### src/rtl/cpu_types_pkg.sv
// Shared CPU pipeline types: stage handshake state and packed inter-stage payload bundles.
package cpu_types_pkg;

  typedef enum logic [1:0] {
    EMPTY = 2'd0,
    ONE   = 2'd1,
    FULL  = 2'd2
  } pipe_state_t;

  // Decode-to-execute bundle, sized to exactly 128 bits so it fills the default skid payload.
  typedef struct packed {
    logic [15:0] ctrl;
    logic [4:0]  rs1;
    logic [4:0]  rs2;
    logic [4:0]  rd;
    logic        rsvd;
    logic [31:0] pc;
    logic [31:0] op_a;
    logic [31:0] op_b;
  } dec_ex_t;

  localparam int DEC_EX_W = $bits(dec_ex_t);

endpackage

### src/rtl/sat_counter.sv
// Saturating up-counter: holds at all-ones instead of wrapping.
module sat_counter #(
  parameter int CNT_W = 16
) (
  input  logic             CLK,
  input  logic             nRST,
  input  logic             inc,
  input  logic             clr,
  output logic [CNT_W-1:0] cnt
);

  logic [CNT_W-1:0] cnt_q;
  logic [CNT_W-1:0] cnt_d;

  always_comb begin
    cnt_d = cnt_q;
    if (clr) begin
      cnt_d = '0;
    end else if (inc && (cnt_q != {CNT_W{1'b1}})) begin
      cnt_d = cnt_q + {{(CNT_W-1){1'b0}}, 1'b1};
    end
  end

  always_ff @(posedge CLK or negedge nRST) begin
    if (!nRST) begin
      cnt_q <= '0;
    end else begin
      cnt_q <= cnt_d;
    end
  end

  assign cnt = cnt_q;

endmodule

### src/rtl/pipe_skid_reg.sv
// Two-entry skid register between pipeline stages with flush squash, sticky halt and stall count.
module pipe_skid_reg
  import cpu_types_pkg::*;
#(
  parameter int DATA_W = 128,
  parameter int CNT_W  = 16
) (
  input  logic              CLK,
  input  logic              nRST,
  input  logic              in_valid,
  output logic              in_ready,
  input  logic [DATA_W-1:0] in_data,
  input  logic              in_halt,
  input  logic              flush,
  output logic              out_valid,
  input  logic              out_ready,
  output logic [DATA_W-1:0] out_data,
  output logic              out_halt,
  output logic              halted,
  output logic [CNT_W-1:0]  stall_cnt
);

  pipe_state_t       state_q,     state_d;
  logic [DATA_W-1:0] main_data_q, main_data_d;
  logic              main_halt_q, main_halt_d;
  logic [DATA_W-1:0] skid_data_q, skid_data_d;
  logic              skid_halt_q, skid_halt_d;
  logic              halted_q,    halted_d;

  logic in_fire;
  logic out_fire;

  // Handshakes depend only on registered state so in_ready never sees out_ready or flush.
  assign in_ready  = (state_q != FULL) && !halted_q;
  assign out_valid = (state_q != EMPTY) && !halted_q;
  assign out_data  = main_data_q;
  assign out_halt  = main_halt_q;
  assign halted    = halted_q;

  assign in_fire  = in_valid && in_ready;
  assign out_fire = out_valid && out_ready;

  always_comb begin
    state_d     = state_q;
    main_data_d = main_data_q;
    main_halt_d = main_halt_q;
    skid_data_d = skid_data_q;
    skid_halt_d = skid_halt_q;
    halted_d    = halted_q;

    // A payload leaving during a flush still completes, so its halt tag counts.
    if (out_fire && main_halt_q) begin
      halted_d = 1'b1;
    end

    if (flush) begin
      state_d     = EMPTY;
      main_data_d = '0;
      main_halt_d = 1'b0;
      skid_data_d = '0;
      skid_halt_d = 1'b0;
    end else begin
      case (state_q)
        EMPTY: begin
          if (in_fire) begin
            state_d     = ONE;
            main_data_d = in_data;
            main_halt_d = in_halt;
          end
        end
        ONE: begin
          if (in_fire && out_fire) begin
            main_data_d = in_data;
            main_halt_d = in_halt;
          end else if (in_fire) begin
            state_d     = FULL;
            skid_data_d = in_data;
            skid_halt_d = in_halt;
          end else if (out_fire) begin
            state_d = EMPTY;
          end
        end
        FULL: begin
          if (out_fire) begin
            state_d     = ONE;
            main_data_d = skid_data_q;
            main_halt_d = skid_halt_q;
          end
        end
        default: begin
          state_d = EMPTY;
        end
      endcase
    end
  end

  always_ff @(posedge CLK or negedge nRST) begin
    if (!nRST) begin
      state_q     <= EMPTY;
      main_data_q <= '0;
      main_halt_q <= 1'b0;
      skid_data_q <= '0;
      skid_halt_q <= 1'b0;
      halted_q    <= 1'b0;
    end else begin
      state_q     <= state_d;
      main_data_q <= main_data_d;
      main_halt_q <= main_halt_d;
      skid_data_q <= skid_data_d;
      skid_halt_q <= skid_halt_d;
      halted_q    <= halted_d;
    end
  end

  sat_counter #(
    .CNT_W(CNT_W)
  ) u_stall_cnt (
    .CLK (CLK),
    .nRST(nRST),
    .inc (out_valid && !out_ready),
    .clr (1'b0),
    .cnt (stall_cnt)
  );

endmodule

### config.mk
export PLATFORM = sky130hd
export DESIGN_NAME = pipe_skid_reg
export DESIGN_NICKNAME = d
export VERILOG_FILES = /design/src/rtl/cpu_types_pkg.sv /design/src/rtl/sat_counter.sv /design/src/rtl/pipe_skid_reg.sv
export SDC_FILE = /design/constraint.sdc
export NUM_CORES = 1
export LEC_CHECK = 0
export BUFFER_PORTS_ARGS = -buffer_cell sky130_fd_sc_hd__buf_4
export CAP_MARGIN = 20
export CORE_MARGIN = 3
export CORE_UTILIZATION = 40
export DETAILED_ROUTE_END_ITERATION = 6
export PLACE_DENSITY = 0.74
export SLEW_MARGIN = 20
export SYNTH_ARGS = -nofsm -noshare
export SYNTH_HDL_FRONTEND = slang
export SYNTH_HIERARCHICAL = 1
export SYNTH_SLANG_ARGS = --single-unit
### constraint.sdc
create_clock -name CLK -period 2.1 [get_ports CLK]
set_input_delay 0.42 -clock CLK [delete_from_list [all_inputs] [get_ports CLK]]
set_output_delay 0.42 -clock CLK [all_outputs]
set_load 0.005 [all_outputs]
==> results by stage <==
Status:
- The flow ran to the end, but the final reports show violations.
- The final reports fail on setup timing.

Critical path:
- The cell at the slowest stage of the critical path is sky130_fd_sc_hd__dfrtp_1.
- The delay of the slowest critical-path stage is approximately 350 ps.
- The largest fanout on the critical path is 10.
- Traced cell by cell, the critical path runs through inv_1 -> ha_4 -> nor2_4 -> nand3b_1 -> a221oi_4 -> buf_6 -> buf_4 -> clkbuf_16 -> nor2_1 -> a211oi_2.
- The setup path with the least slack is of type reg -> reg.
- The critical path contains buffers and inverters numbering 4 combined.
- The required time of the critical path is around 2600 ps.
- The data arrival time at the worst-slack endpoint is roughly 2600 ps.
- The type of element capturing the critical path is a register.
- Grouping stages by cell kind, the critical path spends the most delay in buffers and inverters.
- The register-to-register path setup slack is -70 ps.
- STA classifies the critical path startpoint as a register.

Synthesis:
- Synthesis produced 1,267 cells.
- The sequential share of the synthesized area is 0.550.
- During synthesis, Yosys emitted a total of 6 warnings.
- The count of cell types in the netlist is 42.
- The commonest cells after synthesis are 277 x sky130_fd_sc_hd__dfrtp_1, 265 x sky130_fd_sc_hd__nand2_1, 141 x sky130_fd_sc_hd__a21oi_1, 137 x sky130_fd_sc_hd__nor2_1, 129 x sky130_fd_sc_hd__mux2i_1.
- The leading register cell type out of synthesis is sky130_fd_sc_hd__dfrtp_1.
- Synthesis inferred 277 register bits.
- Sorting the synthesized cells by area gives the leading types as sky130_fd_sc_hd__dfrtp_1 55%, sky130_fd_sc_hd__mux2i_1 10%, sky130_fd_sc_hd__nand2_1 7.9%.
- The most common cell in the synthesized netlist is sky130_fd_sc_hd__dfrtp_1.
- The synthesized netlist occupies a cell area of 12,600 um2.
- The async set-reset flop share out of synthesis is 1.00.
- The area share of the largest cell type after synthesis is 0.550.
- The cell taking the most area after synthesis is sky130_fd_sc_hd__dfrtp_1.
- The average cell area after synthesis is 9.95 um2.
- Counting flops with a built-in enable in the synthesized netlist gives 0.

Floorplan:
- Measured along the x axis, the die boundary spans 184 um.
- The floorplan step defined a die boundary enclosing ~34,000 um2.
- The placeable core area is 30,800 um2.
- The die height is 184 um.
- The initial utilization of the core area, before any placement, comes to 0.409.
- The number of rows created at floorplan is 64.
- The I/O pin count is roughly 280.

Timing:
- Setup repair after global routing could not meet its margin everywhere.
- The slew at the pin closest to its max-slew limit is roughly 740 ps.
- The count of endpoints failing hold in the final timing report was 0.
- The final worst clock skew is 9.66 ps.
- The max-slew violation total from the final report is 0.
- Setup violations remaining at the end of the flow were counted as 67.
- The shortest period the worst path allows is 2170 ps.
- The final-layout worst hold slack is around 110 ps.
- Headroom to the max-slew limit came out at 0.507.
- After layout, the worst setup slack is -69.9 ps.
- The maximum clock frequency is 461 MHz.
- Dividing the final minimum period by the clock period gives 1.03.

Drt:
- The DRC violation count after routing is 0.
- Summed over all layers, the routed wires come to 37,200 um.
- In this run the remaining antenna-violating nets after routing total 0.
- The average vias per placed instance is around 5.4.
- Across all layers, the routed design uses 10,700 vias.
- The detailed-routing iteration count for the pre-antenna-repair pass is 4.
- The starting DRC count in detailed routing is 619.
- The wire length per cell is 18.8 um.

Clock tree:
- The maximum level of the CTS H-tree is 1.
- The clock drives 277 sinks.
- The master cell of the clock root buffer is sky130_fd_sc_hd__clkbuf_16.
- The number of clock buffers added by TritonCTS is 30.
- At the later pin of the worst-skew pair, clock insertion delay measures 550 ps.
- The clock slew seen by the registers of the worst setup and hold paths is 60 ps.
- The clock passes through at most 3 buffers.
- The CTS tree is yes.

Placement:
- Prior to clock tree synthesis, the placed netlist has a worst setup slack of -98.8 ps.
- The final RePlAce weighted congestion is approximately 0.83.
- The instance count after placement with tap cells included is 1,897.
- The count of buffers added on input and output ports is 281.
- Detailed placement finished with a half-perimeter wire length of between 20,000 and 25,000 um.

Run:
- The max-capacitance violation count is 0.

Cells and area:
- The filler cell count in the final layout is 2,581.
- The net total in the final layout is approximately 1,700.
- The finished layout holds 1,985 standard cells, fillers aside.
- The fraction of final layout cells sized beyond drive strength 1 is 0.335.
- The repair_antennas step left the layout with diodes totalling 0.
- Compared with the post-synthesis result, the final layout area differs by 39.1%.

Global route:
- The total track usage is 0.206.
- The first global-routing pass estimated 56,600 um of wire.
- The sum of overflow across all layers after global routing is 0.
- The initial antenna violation count is 1.
- The via count of the first global-routing pass is 10,600.
- Entering global routing, the biggest net connects 139 pins.

Power:
- The power density relative to cell area is 1270 nW/um2.
- The leakage power of the design is 7.49 nW.
- Power comes to 22.3 mW.
- The maximum vdd ir drop is 0.742 mV.

Hold path:
- The path class of the lowest-slack min-delay path is in -> reg.
-- cells in the final DEF (no fill, tap or decap), types with 3 or more instances in the layout --
master / count
sky130_fd_sc_hd__a211oi_2: 74
sky130_fd_sc_hd__nand2_1: 265
sky130_fd_sc_hd__nor2b_1: 5
sky130_fd_sc_hd__nand3_1: 3
sky130_fd_sc_hd__clkbuf_1: 3
sky130_fd_sc_hd__nor3_1: 3
sky130_fd_sc_hd__buf_12: 21
sky130_fd_sc_hd__buf_4: 319
sky130_fd_sc_hd__mux2_1: 4
sky130_fd_sc_hd__buf_16: 9
sky130_fd_sc_hd__inv_1: 4
sky130_fd_sc_hd__clkbuf_16: 37
sky130_fd_sc_hd__clkinv_2: 5
sky130_fd_sc_hd__or4_1: 5
sky130_fd_sc_hd__or3_1: 3
sky130_fd_sc_hd__mux2i_1: 129
sky130_fd_sc_hd__o31ai_1: 7
sky130_fd_sc_hd__a21oi_1: 141
sky130_fd_sc_hd__clkbuf_8: 9
sky130_fd_sc_hd__o21ai_1: 3
sky130_fd_sc_hd__clkinvlp_4: 4
sky130_fd_sc_hd__dfrtp_1: 277
sky130_fd_sc_hd__nand2b_1: 3
sky130_fd_sc_hd__bufinv_16: 5
sky130_fd_sc_hd__buf_6: 5
sky130_fd_sc_hd__nor2_2: 14
sky130_fd_sc_hd__buf_8: 8
sky130_fd_sc_hd__nor2_1: 122
sky130_fd_sc_hd__a211oi_1: 56
sky130_fd_sc_hd__nand4_1: 6
-- through the flow --
step / util / area, um2 / TNS, ps
6_report: 0.569 / 17500 / -1190
2_1_floorplan: - / 12600 / 0
3_5_place_dp: 0.500 / 15400 / -4310
5_1_grt: 0.569 / 17500 / -10020
4_1_cts: 0.554 / 17100 / -995
3_3_place_gp: 0.500 / 15400 / 0
-- worst min-delay path, cell delays in order --
cell	delay, ps
sky130_fd_sc_hd__buf_4	110
sky130_fd_sc_hd__nand2_1	40
sky130_fd_sc_hd__a21oi_1	50
-- report_power, final --
part | switching (mW) | internal, mW
Clock | 2.22 | 3.58
Combinational | 4.25 | 4.69
Sequential | 0.933 | 6.62
-- cell type report --
type	count	area, um2	area share
multi-input combinational	880	5580	0.318
clock buffer	42	897	0.0511
clock inverter	14	205	0.0117
tap	396	495	0.0282
timing repair buffer	370	3410	0.195
sequential	277	6930	0.395
inverter	6	22.5	0.00128
-- final timing paths --
path / start / depth (start not counted) / endpoint
max: state_q[1]$_DFFE_PN0P_ / 10 / out_data[91]$_DFFE_PN0P_
min: in_data[66] / 3 / skid_data_q[66]$_DFFE_PN0P_
max reg2reg: state_q[1]$_DFFE_PN0P_ / 10 / out_data[91]$_DFFE_PN0P_
min reg2reg: skid_data_q[125]$_DFFE_PN0P_ / 2 / skid_data_q[125]$_DFFE_PN0P_
max in group asynchronous: nRST / 3 / skid_data_q[21]$_DFFE_PN0P_
min in group asynchronous: nRST / 2 / skid_data_q[88]$_DFFE_PN0P_
-- repair_timing --
action,CTS,global route
gates resized for setup,44,82
buffers inserted,15,6
pin swaps,19,16
hold buffers,1,0
setup endpoints to repair,157,184
hold endpoints to repair,35,0
gates cloned,8,6
-- state kept, by name (all words and copies together) (netlist names) --
signal           count
u_stall_cnt/cnt     16
skid_halt_q          1
state_q              2
skid_data_q        128
out_data           128
halted               1
out_halt             1
-- cells by family after synthesis --
kind of cell | count (synthesis) | synth area share
AO/OA/AOI/OAI | 289 | 0.149
AND/OR/NAND/NOR | 450 | 0.146
other | 1 | 0.000297
buffers and inverters | 111 | 0.0434
flip-flops | 277 | 0.550
adder cells (fa/ha/maj) | 5 | 0.00496
multiplexers | 133 | 0.106
XOR/XNOR | 1 | 0.000695
-- routing by layer --
layer / GRT usage / up-vias / wire, um
met4: 0.0661 / 2 / 1200
met1: 0.267 / 5302 / 15700
met3: 0.0443 / 71 / 2370
met5: 0 / - / 20
met2: 0.345 / 301 / 18000
li1: - / 4994 / -
(Power assumes the default switching activity.)
